$ cat src/rtl/rv_ctrl_pkg.sv
// Shared definitions for the multicycle RISC-V control unit:
// opcodes, ALU operation codes and the FSM state encoding.
package rv_ctrl_pkg;

    localparam logic [6:0] OP_R      = 7'b0110011;
    localparam logic [6:0] OP_I      = 7'b0010011;
    localparam logic [6:0] OP_LOAD   = 7'b0000011;
    localparam logic [6:0] OP_STORE  = 7'b0100011;
    localparam logic [6:0] OP_BRANCH = 7'b1100011;

    localparam logic [1:0] ALU_ADD   = 2'b00;
    localparam logic [1:0] ALU_SUB   = 2'b01;
    localparam logic [1:0] ALU_FUNCT = 2'b10;

    typedef enum logic [3:0] {
        S_FETCH,
        S_DECODE,
        S_EXEC_R,
        S_EXEC_I,
        S_MEM_ADDR,
        S_MEM_RD,
        S_MEM_WR,
        S_WB_ALU,
        S_WB_MEM,
        S_BRANCH
    } state_e;

    // States that issue a memory request and wait for completion
    function automatic logic is_mem_wait(input state_e s);
        return (s == S_FETCH) || (s == S_MEM_RD) || (s == S_MEM_WR);
    endfunction

endpackage

$ cat src/rtl/mem_wait_timer.sv
// Counts cycles spent waiting on memory and flags when the
// wait limit has been reached. Saturates at the limit.
module mem_wait_timer #(
    parameter int TIMEOUT = 16
) (
    input  logic clk,
    input  logic rst,
    input  logic clear,
    input  logic enable,
    output logic expired
);

    localparam int W = $clog2(TIMEOUT + 1);
    localparam logic [W-1:0] LIMIT = W'(TIMEOUT);

    logic [W-1:0] cnt_q;
    logic [W-1:0] cnt_d;

    assign expired = (cnt_q == LIMIT);

    // Clear wins over counting; never count past the limit
    always_comb begin
        cnt_d = cnt_q;
        if (clear) begin
            cnt_d = '0;
        end else if (enable && !expired) begin
            cnt_d = cnt_q + 1'b1;
        end
    end

    // Counter register
    always_ff @(posedge clk) begin
        if (rst) begin
            cnt_q <= '0;
        end else begin
            cnt_q <= cnt_d;
        end
    end

endmodule

$ cat src/rtl/multicycle_controller.sv
// Multicycle RISC-V control FSM: sequences fetch, decode,
// execute, memory and write-back with a memory wait timeout.
module multicycle_controller
    import rv_ctrl_pkg::*;
#(
    parameter int TIMEOUT = 16
) (
    input  logic       clk,
    input  logic       rst,
    input  logic [6:0] i_opcode,
    input  logic       i_zero,
    input  logic       i_mem_ready,
    output logic       alusrc,
    output logic [1:0] alu_op,
    output logic       pc_write,
    output logic       ir_write,
    output logic       mem_req,
    output logic       mem_we,
    output logic       reg_write,
    output logic       mem_to_reg,
    output logic       o_illegal,
    output logic       o_fault
);

    state_e     state_q;
    state_e     state_d;
    logic [6:0] opcode_q;
    logic       expired;
    logic       tmr_clear;
    logic       tmr_enable;

    // Restart the count on any state change, a fault, or
    // whenever we are not in a memory wait state
    assign tmr_clear  = (state_d != state_q) || o_fault
                     || !is_mem_wait(state_q);
    assign tmr_enable = is_mem_wait(state_q) && !i_mem_ready;

    mem_wait_timer #(
        .TIMEOUT (TIMEOUT)
    ) u_timer (
        .clk     (clk),
        .rst     (rst),
        .clear   (tmr_clear),
        .enable  (tmr_enable),
        .expired (expired)
    );

    // State and latched opcode registers
    always_ff @(posedge clk) begin
        if (rst) begin
            state_q  <= S_FETCH;
            opcode_q <= '0;
        end else begin
            state_q <= state_d;
            if (state_q == S_DECODE) begin
                opcode_q <= i_opcode;
            end
        end
    end

    // Next-state and output decode
    always_comb begin
        state_d    = state_q;
        alusrc     = 1'b0;
        alu_op     = ALU_ADD;
        pc_write   = 1'b0;
        ir_write   = 1'b0;
        mem_req    = 1'b0;
        mem_we     = 1'b0;
        reg_write  = 1'b0;
        mem_to_reg = 1'b0;
        o_illegal  = 1'b0;
        o_fault    = 1'b0;
        unique case (state_q)
            S_FETCH: begin
                if (i_mem_ready) begin
                    mem_req  = 1'b1;
                    ir_write = 1'b1;
                    pc_write = 1'b1;
                    state_d  = S_DECODE;
                end else if (expired) begin
                    o_fault = 1'b1;
                    state_d = S_FETCH;
                end else begin
                    mem_req = 1'b1;
                end
            end
            S_DECODE: begin
                case (i_opcode)
                    OP_R:      state_d = S_EXEC_R;
                    OP_I:      state_d = S_EXEC_I;
                    OP_LOAD:   state_d = S_MEM_ADDR;
                    OP_STORE:  state_d = S_MEM_ADDR;
                    OP_BRANCH: state_d = S_BRANCH;
                    default: begin
                        o_illegal = 1'b1;
                        state_d   = S_FETCH;
                    end
                endcase
            end
            S_EXEC_R: begin
                alu_op  = ALU_FUNCT;
                state_d = S_WB_ALU;
            end
            S_EXEC_I: begin
                alusrc  = 1'b1;
                alu_op  = ALU_FUNCT;
                state_d = S_WB_ALU;
            end
            S_MEM_ADDR: begin
                alusrc  = 1'b1;
                state_d = (opcode_q == OP_STORE) ? S_MEM_WR : S_MEM_RD;
            end
            S_MEM_RD: begin
                if (i_mem_ready) begin
                    mem_req = 1'b1;
                    state_d = S_WB_MEM;
                end else if (expired) begin
                    o_fault = 1'b1;
                    state_d = S_FETCH;
                end else begin
                    mem_req = 1'b1;
                end
            end
            S_MEM_WR: begin
                if (i_mem_ready) begin
                    mem_req = 1'b1;
                    mem_we  = 1'b1;
                    state_d = S_FETCH;
                end else if (expired) begin
                    o_fault = 1'b1;
                    state_d = S_FETCH;
                end else begin
                    mem_req = 1'b1;
                    mem_we  = 1'b1;
                end
            end
            S_WB_ALU: begin
                reg_write = 1'b1;
                state_d   = S_FETCH;
            end
            S_WB_MEM: begin
                reg_write  = 1'b1;
                mem_to_reg = 1'b1;
                state_d    = S_FETCH;
            end
            S_BRANCH: begin
                alu_op   = ALU_SUB;
                pc_write = i_zero;
                state_d  = S_FETCH;
            end
            default: begin
                state_d = S_FETCH;
            end
        endcase
    end

endmodule

$ cat config.mk
export PLATFORM = sky130hd
export DESIGN_NAME = multicycle_controller
export DESIGN_NICKNAME = d
export VERILOG_FILES = /design/src/rtl/rv_ctrl_pkg.sv /design/src/rtl/mem_wait_timer.sv /design/src/rtl/multicycle_controller.sv
export SDC_FILE = /design/constraint.sdc
export NUM_CORES = 1
export LEC_CHECK = 0
export CAP_MARGIN = 10
export CORE_MARGIN = 3
export CORE_UTILIZATION = 40
export DETAILED_ROUTE_END_ITERATION = 16
export GPL_TIMING_DRIVEN = 0
export MAX_ROUTING_LAYER = met4
export PLACE_DENSITY_LB_ADDON = 0.2
export SYNTH_ARGS = -nofsm -noshare
export SYNTH_HDL_FRONTEND = slang
export SYNTH_SLANG_ARGS = --single-unit
$ cat constraint.sdc
create_clock -name clk -period 3.5 [get_ports clk]
set_clock_uncertainty 0.15 [all_clocks]
set_input_delay 0.7 -clock clk [delete_from_list [all_inputs] [get_ports clk]]
set_output_delay 0.7 -clock clk [all_outputs]
set_load 0.01 [all_outputs]
==> results of run 1 <==
-- per-stage QoR --
step	hold slack (ns)	area (um^2)	total power, mW
2_1_floorplan	0.2812	1041	0.2422
3_3_place_gp	0.2891	1286	0.2735
3_5_place_dp	0.2923	1286	0.2745
4_1_cts	0.3064	1323	0.3973
5_1_grt	0.3288	1323	0.4139
6_report	0.3072	1323	0.3974
-- worst min path at each step --
| stage | startpoint | end | slack [ns] | cells after the start |
|---|---|---|---|---|
| 5_1_grt | opcode_q[5]$_SDFFE_PP0P_ | opcode_q[5]$_SDFFE_PP0P_ | 0.33 | 2 |
| 6_report | opcode_q[1]$_SDFFE_PP0P_ | opcode_q[1]$_SDFFE_PP0P_ | 0.31 | 2 |
| 4_1_cts | opcode_q[1]$_SDFFE_PP0P_ | opcode_q[1]$_SDFFE_PP0P_ | 0.31 | 2 |
| 3_3_place_gp | opcode_q[5]$_SDFFE_PP0P_ | opcode_q[5]$_SDFFE_PP0P_ | 0.29 | 2 |
| 3_5_place_dp | opcode_q[1]$_SDFFE_PP0P_ | opcode_q[1]$_SDFFE_PP0P_ | 0.29 | 2 |
| 2_1_floorplan | opcode_q[5]$_SDFFE_PP0P_ | opcode_q[5]$_SDFFE_PP0P_ | 0.28 | 2 |
-- metal layers --
| layer | share of wire, % | global-route usage (%) |
|---|---|---|
| met2 | 47 | 27.73 |
| met5 | 0 | - |
| met4 | 0.62 | 4.967 |
| met1 | 46 | 19.86 |
| met3 | 6.6 | 2.941 |
-- layout by cell type (no fill, tap or decap), types with 2 or more instances in the layout --
cell type and instances:
nand2_1 23, clkdlybuf4s50_1 21, dfxtp_1 16, nor2_1 15, a21oi_1 10, inv_1 6, nor3_1 5, buf_2 4
xnor2_1 3, or3_1 3, nor2b_1 3, nor4_1 3, nor3_2 3, o21ai_1 3, a31oi_1 3, clkbuf_4 3
and3_1 2, nand4bb_1 2, nand2b_1 2, nand3_1 2, a211oi_1 2, o21a_1 2, o21ai_0 2, ha_1 2
-- critical path, stage by stage --
cell	delay (ns)
clkdlybuf4s50_1	0.59
nor2_1	0.10
nor4_1	0.24
clkdlybuf4s50_1	0.58
-- flip-flops by register name, indices dropped and copies added, names as in the netlist --
signal and count:
state_q 4, opcode_q 7, u_timer.cnt_q 5
-- Yosys cell counts, types with 3 or more instances --
cell and n:
inv_1 6, buf_2 4, o21ai_1 3, or3_1 3
dfxtp_1 16, nor3_1 5, a21oi_1 10, xnor2_1 3
nor2b_1 3, nand2_1 23, nor2_1 15, nor3_2 3
nor4_1 3, a31oi_1 3
-- area by class of cell --
| type | instances | share of cell area, % |
|---|---|---|
| Timing Repair Buffer | 21 | 15.89 |
| Buffer | 6 | 2.649 |
| Sequential cell | 16 | 24.22 |
| Inverter | 7 | 1.987 |
| Multi-Input combinational cell | 109 | 49.86 |
| Tap cell | 28 | 2.649 |
| Clock buffer | 4 | 2.744 |
-- where the power goes --
part / switching (mW) / internal [mW]
Sequential: 0.00445 / 0.188
Combinational: 0.0426 / 0.0361
Clock: 0.0628 / 0.0634
-- logic make-up after synthesis --
group / after synthesis / synth area share [%]
XOR/XNOR: 3 / 2.524
flip-flops: 16 / 30.77
multiplexers: 1 / 0.9616
AO/OA/AOI/OAI: 34 / 22.36
AND/OR/NAND/NOR: 69 / 35.10
adder cells (fa/ha/maj): 2 / 2.403
buffers and inverters: 13 / 5.889
==> metrics.txt, run 1 <==
status finished, final reports clean; Die Height roughly 57 um; post-synthesis average cell area approximately 7.5 um^2; global-route wire length before repair 4202 um; vias in the first global route 983; worst-path maximum fanout 6; RePlAce Congestion 0.8371; Final Hold Fails 0; root buffer cell clkbuf_4; CORE AREA ~2300 um^2; Sequential Area 320.3 um^2; IO Pins 22; WL final 2566 um; CTS tree done; flop-to-flop setup slack 1.40 ns; synthesis-to-layout area growth 27.04%; P_leak 0.4704 nW; Util after Layout 56.52%; vias 1089; EDFF count, synth 0; die width 57.02 um; GR Util All Layers 16.43%; Post-Place Setup Slack 0.4512 ns; setup TNS 0 ns; Synthesized Nets 151; element type at the critical path end output port; YS warnings 0; hold crit path type flip-flop to flip-flop; area of the multi-input gates 659.4 um^2; post-synthesis cell count 138; share of cells above drive strength 1 11.04%; hold_buf cts 0; Synth Register Bits 16; post-synth top area cell dfxtp_1; top cells by area, synth dfxtp_1, nand2_1, nor2_1; fin crit share about 88%; number of filler cells placed in the layout ~230; Worst Setup EP mem_we; WL/cell 13.43 um; crit path from i_mem_ready; Row Count 17; final setup vio count 0; final std cells w/o fill between 150 and 200; relative slew slack 69.07%; measured slew at the worst slew-check pin roughly 0.46 ns; pwr dens between 300 and 400 nW/um^2; synthesized cell area 1041 um^2; Startpoint Class primary input; post-CTS resize count 0; Seq/Total Area, Yosys 30.77%; Worst VDD drop 0.0002075 V; starting density of the core 44.49%; # DRC 0; die area 3251 um^2; GRT overflow 0; worst reg2reg path endpoint u_timer.cnt_q[1]$_SDFFE_PP0P_; Post-DP HPWL 1941 um; Worst Reg-to-Reg Cells 7; DR pass1 iterations 4; 1st-iter DRT viols 32; post-synth top area share 30.77%; Max Buffers Root-to-Sink 2; vias per cell 5.702; crit path kind primary input to output port; top_reg_cell synth dfxtp_1; # port buffers 21; largest net degree at the start of global routing 11; worst setup margin 0.4245 ns; Max Cap Viol 0; Worst EP required approximately 2.7 ns; worst skew pair latency 0.29 ns; antenna cells 0; minimum clock period approximately 3.1 ns; setup bufs post-CTS 0; number of instances in the placed design 187; CTS buffer count 3; distinct cell type count after synthesis 44; RR Startpoint u_timer.cnt_q[0]$_SDFFE_PP0P_; antenna-violating nets left 0; Reg clk slew, reported paths 0.10 ns; async set or reset register ratio after synthesis 0%; fin. max-slew vios 0; Max Clk Rate 325.1 MHz; Final #Nets 177; unrepaired setup endpoints after global routing no; Clock Sinks 16; CTS H-tree lvls 1; Worst Path Arrival ~2.2 ns; initial antenna violation count 0
No activity file was read; power rests on OpenSTA's default activity.
==> run 2, diff against run 1 <==
CORE_MARGIN = unset   (was 3)
TNS_END_PERCENT = 1   (was unset)
==> metrics.txt, run 2 (same netlist as run 1, synthesis figures left out) <==
element type at the critical path end output port; Placed Instance Area 1289 um^2 (+0.20%); DR pass1 iterations 4 (unchanged); Largest Register opcode_q; crit path kind primary input to output port; root buffer cell clkbuf_4; CTS tree done; # port buffers 21 (unchanged); Clock Sinks 16 (unchanged); Max Clk Rate 326.7 MHz (+0.48%); antenna cells 0 (unchanged); relative slew slack 70.29% (+1.2 points); Final #Nets 177 (unchanged); cell repeated most along the worst path clkdlybuf4s50_1; worst skew pair latency 0.28 ns (about the same); pwr dens 296.5 nW/um^2 (-1.3%); Reg clk slew, reported paths 0.09 ns (about the same); fin crit share 87.45% (-0.42 points); number of instances in the placed design 189 (+1.1%); starting density of the core 42.02% (-2.5 points); measured slew at the worst slew-check pin 0.4430 ns (-0.01835 ns); die width 53.02 um (-7.0%); WL/cell 12.28 um (-8.6%); max reg flops 7 (unchanged); Critical Path Max Stage Delay 0.60 ns (about the same); Max Cap Viol 0 (unchanged); WL final 2370 um (-7.6%); final std cells w/o fill 193 (+1.0%); minimum clock period 3.061 ns (-0.01470 ns); largest registers opcode_q x7, u_timer.cnt_q x5, state_q x4; 1st-iter DRT viols 19 (-41%); CORE AREA 2477 um^2 (+5.9%); antenna-violating nets left 0 (unchanged); worst-path cell chain clkdlybuf4s50_1, nor2_1, nor4_1, clkdlybuf4s50_1; Max Buffers Root-to-Sink 2 (unchanged); Layout Cell Area excl Fill 1325 um^2 (+0.19%); # DRC 0 (unchanged); post-CTS resize count 0 (unchanged); hold_buf cts 0 (unchanged); initial antenna violation count 0 (unchanged); Sequential Area 320.3 um^2 (unchanged); unrepaired setup endpoints after global routing no; vias 1066 (-2.1%); Row Count 18 (+1); fin. max-slew vios 0 (unchanged); most frequent cells in the layout nand2_1, clkdlybuf4s50_1, dfxtp_1; GRT overflow 0 (unchanged); GR Util All Layers 19.33% (+2.9 points); share of cells above drive strength 1 11.04% (unchanged); vias in the first global route 903 (-8.1%); hold crit path type flip-flop to flip-flop; CP max-delay cell clkdlybuf4s50_1; CTS H-tree lvls 1 (unchanged); largest net degree at the start of global routing 11 (unchanged); status finished, final reports clean; commonest non-fill, non-tap cell in the layout nand2_1; P_leak 0.4704 nW (unchanged); setup bufs post-CTS 0 (unchanged); Worst EP required 2.65 ns (about the same); Die Height 53.02 um (-7.0%); synthesis-to-layout area growth 27.28%; IO Pins 22 (unchanged); vias per cell 5.523 (-3.1%); die area 2811 um^2 (-14%); Worst VDD drop 0.0001948 V (-6.1%); CTS buffer count 3 (unchanged); RePlAce Congestion 0.9009 (+7.6%); final setup vio count 0 (unchanged); worst-path maximum fanout 6 (unchanged); setup TNS 0 ns (unchanged); Worst Path Arrival 2.21 ns (-0.02 ns); area of the multi-input gates 659.4 um^2 (unchanged); Startpoint Class primary input; Final Hold Fails 0 (unchanged); Post-DP HPWL 1875 um (-3.4%); number of filler cells placed in the layout 234 (+0.86%); global-route wire length before repair 3898 um (-7.2%)
## run 2: cell counts in the layout (fill, tap and decap cells not counted)
Identical to the previous run, type by type.
## run 2: where the power goes
group	internal, mW	leakage (nW)	switching (mW)
clock network	0.0633	0.0210	0.0592
logic	0.0361	0.319	0.0418
registers	0.188	0.130	0.00442
total	0.287	0.470	0.105
## run 2: per-stage QoR
| step | power [mW] | util (%) | hold slack, ns | worst slack [ns] |
|---|---|---|---|---|
| 2_1_floorplan | 0.2422 | - | 0.2812 | 1.394 |
| 3_5_place_dp | 0.2746 | 52.02 | 0.2972 | 0.4429 |
| 3_3_place_gp | 0.2735 | 52.02 | 0.2916 | 0.4252 |
| 5_1_grt | 0.4149 | 53.48 | 0.3412 | 0.3044 |
| 4_1_cts | 0.3980 | 53.48 | 0.3103 | 0.4315 |
| 6_report | 0.3929 | 53.48 | 0.3052 | 0.4392 |
## run 2: area by class of cell
| cell class | instances | share of cell area, % |
|---|---|---|
| buffer | 6 | 2.644 |
| clock buffer | 4 | 2.738 |
| inverter | 7 | 1.983 |
| multi-input combinational | 109 | 49.76 |
| sequential | 16 | 24.17 |
| tap | 30 | 2.833 |
| timing repair buffer | 21 | 15.86 |
## run 2: critical path: cells and delay by family
family	cells	cell delay, ns
buf+inv	2	1.18
simple gates	2	0.33
## run 2: per-layer routing
metal | wire [um] | global-route usage, % | vias up | share of wire, %
li1 | - | - | 543 | -
met1 | 1054 | 22.59 | 478 | 44
met2 | 1151 | 31.65 | 43 | 49
met3 | 151 | 4.310 | 2 | 6.4
met4 | 12 | 8.333 | 0 | 0.51
met5 | 0 | - | - | 0
## run 2: final timing paths
| kind | cells past startpoint | end | slack, ns | startpoint |
|---|---|---|---|---|
| worst min-delay path | 2 | opcode_q[0]$_SDFFE_PP0P_ | 0.31 | opcode_q[0]$_SDFFE_PP0P_ |
| worst max-delay path | 4 | mem_we | 0.44 | i_mem_ready |
| worst max register to register | 7 | u_timer.cnt_q[1]$_SDFFE_PP0P_ | 1.43 | u_timer.cnt_q[0]$_SDFFE_PP0P_ |
| worst min register to register | 2 | opcode_q[0]$_SDFFE_PP0P_ | 0.31 | opcode_q[0]$_SDFFE_PP0P_ |
==> run 3, diff against run 2 <==
MAX_ROUTING_LAYER = unset   (was met4)
TNS_END_PERCENT = 20   (was 1)
==> metrics.txt, run 3 (same netlist as run 1, synthesis figures left out) <==
GR Util All Layers 18.84% (-0.49 points); Largest Register opcode_q; synthesis-to-layout area growth 27.28% (unchanged); hold crit path type flip-flop to flip-flop; met3 track demand over resource 4.310% (unchanged); Row Count 18 (unchanged); CTS buffer count 3 (unchanged); # port buffers 21 (unchanged); Clock Sinks 16 (unchanged); number of instances in the placed design 189 (unchanged); status finished, final reports clean; CP max-delay cell clkdlybuf4s50_1; worst-path cell chain clkdlybuf4s50_1, nor2_1, nor4_1, clkdlybuf4s50_1; setup bufs post-CTS 0 (unchanged); P_leak 0.4704 nW (unchanged); most frequent cells in the layout nand2_1, clkdlybuf4s50_1, dfxtp_1; CTS H-tree lvls 1 (unchanged); vias per cell 5.518 (about the same); Final #Nets 177 (unchanged); 1st-iter DRT viols 19 (unchanged); pwr dens 297.3 nW/um^2 (+0.28%); final setup vio count 0 (unchanged); WL/cell 12.35 um (+0.59%); Worst VDD drop 0.0001949 V (about the same); WL final 2384 um (+0.59%); Max Buffers Root-to-Sink 2 (unchanged); final std cells w/o fill 193 (unchanged); RePlAce Congestion 0.8862 (-1.6%); RR Startpoint u_timer.cnt_q[0]$_SDFFE_PP0P_; setup TNS 0 ns (unchanged); Sequential Area 320.3 um^2 (unchanged); element type at the critical path end output port; Worst Path Arrival 2.21 ns (about the same); number of filler cells placed in the layout 234 (unchanged); antenna-violating nets left 0 (unchanged); GR peak layer met2; vias in the first global route 904 (+0.11%); largest net degree at the start of global routing 11 (unchanged); Placed Instance Area 1289 um^2 (unchanged); Reg clk slew, reported paths 0.10 ns (about the same); commonest non-fill, non-tap cell in the layout nand2_1; Post-Place Setup Slack 0.4429 ns (unchanged); Critical Path Max Stage Delay 0.60 ns (about the same); minimum clock period 3.062 ns (+0.001120 ns); met1 GRT Util 22.59% (unchanged); max reg flops 7 (unchanged); Final Hold Fails 0 (unchanged); worst setup margin 0.4381 ns (-0.001120 ns); die width 53.02 um (unchanged); Max Clk Rate 326.6 MHz (about the same); Util after Layout 53.48% (unchanged); CORE AREA 2477 um^2 (unchanged); post-CTS resize count 0 (unchanged); antenna cells 0 (unchanged); largest registers opcode_q x7, u_timer.cnt_q x5, state_q x4; share of cells above drive strength 1 11.04% (unchanged); Worst Reg-to-Reg Cells 7 (unchanged); worst skew pair latency 0.28 ns (about the same); Worst EP required 2.65 ns (about the same); cell repeated most along the worst path clkdlybuf4s50_1; flop-to-flop setup slack 1.43 ns (about the same); Layout Cell Area excl Fill 1325 um^2 (unchanged); IO Pins 22 (unchanged); Die Height 53.02 um (unchanged); starting density of the core 42.02% (unchanged); Worst Setup EP mem_we; crit path kind primary input to output port; relative slew slack 70.43% (+0.14 points); initial antenna violation count 0 (unchanged); fin. max-slew vios 0 (unchanged); overall power 0.3940 mW (+0.28%); area of the multi-input gates 659.4 um^2 (unchanged); vias 1065 (-0.094%); GRT overflow 0 (unchanged); global-route wire length before repair 3891 um (-0.18%); Max Cap Viol 0 (unchanged); measured slew at the worst slew-check pin 0.4409 ns (-0.002106 ns); die area 2811 um^2 (unchanged); hold_buf cts 0 (unchanged); grt met2 use 31.65% (unchanged); worst reg2reg path endpoint u_timer.cnt_q[1]$_SDFFE_PP0P_; CTS tree done; DR pass1 iterations 4 (unchanged); fin crit share 87.48% (about the same); unrepaired setup endpoints after global routing no; root buffer cell clkbuf_4; Hold Slack 0.3054 ns (+0.0001600 ns); worst-path maximum fanout 6 (unchanged); Post-DP HPWL 1875 um (unchanged); # DRC 0 (unchanged); crit path from i_mem_ready; Startpoint Class primary input
## run 3: cell counts in the layout (fill, tap and decap cells not counted)
Identical to the previous run, type by type.
## run 3: cell type report
type,instances,share of cell area [%]
Multi-Input combinational cell,109,49.76
Sequential cell,16,24.17
Timing Repair Buffer,21,15.86
Tap cell,30,2.833
Clock buffer,4,2.738
Buffer,6,2.644
Inverter,7,1.983
## run 3: worst max-delay path, delay by kind of cell
kind	cells	cell delay (ns)
buf+inv	2	1.18
simple gates	2	0.34
## run 3: how the worst min path moves through the flow
stage | startpoint | end | slack [ns] | cells past startpoint
6_report | opcode_q[0]$_SDFFE_PP0P_ | opcode_q[0]$_SDFFE_PP0P_ | 0.31 | 2
5_1_grt | opcode_q[5]$_SDFFE_PP0P_ | opcode_q[5]$_SDFFE_PP0P_ | 0.34 | 2
4_1_cts | opcode_q[0]$_SDFFE_PP0P_ | opcode_q[0]$_SDFFE_PP0P_ | 0.31 | 2
3_5_place_dp | opcode_q[0]$_SDFFE_PP0P_ | opcode_q[0]$_SDFFE_PP0P_ | 0.30 | 2
3_3_place_gp | opcode_q[1]$_SDFFE_PP0P_ | opcode_q[1]$_SDFFE_PP0P_ | 0.29 | 2
2_1_floorplan | opcode_q[5]$_SDFFE_PP0P_ | opcode_q[5]$_SDFFE_PP0P_ | 0.28 | 2
## run 3: metal layers
layer / wire, um / vias to the layer above
li1: - / 541
met1: 1094 / 487
met2: 1140 / 33
met3: 125 / 4
met4: 23 / 0
met5: 0 / -
## run 3: where the power goes
part           switching (mW)  internal (mW)  total, mW
Combinational          0.0418         0.0361     0.0780
Sequential            0.00446          0.188      0.193
Clock                  0.0602         0.0633      0.123
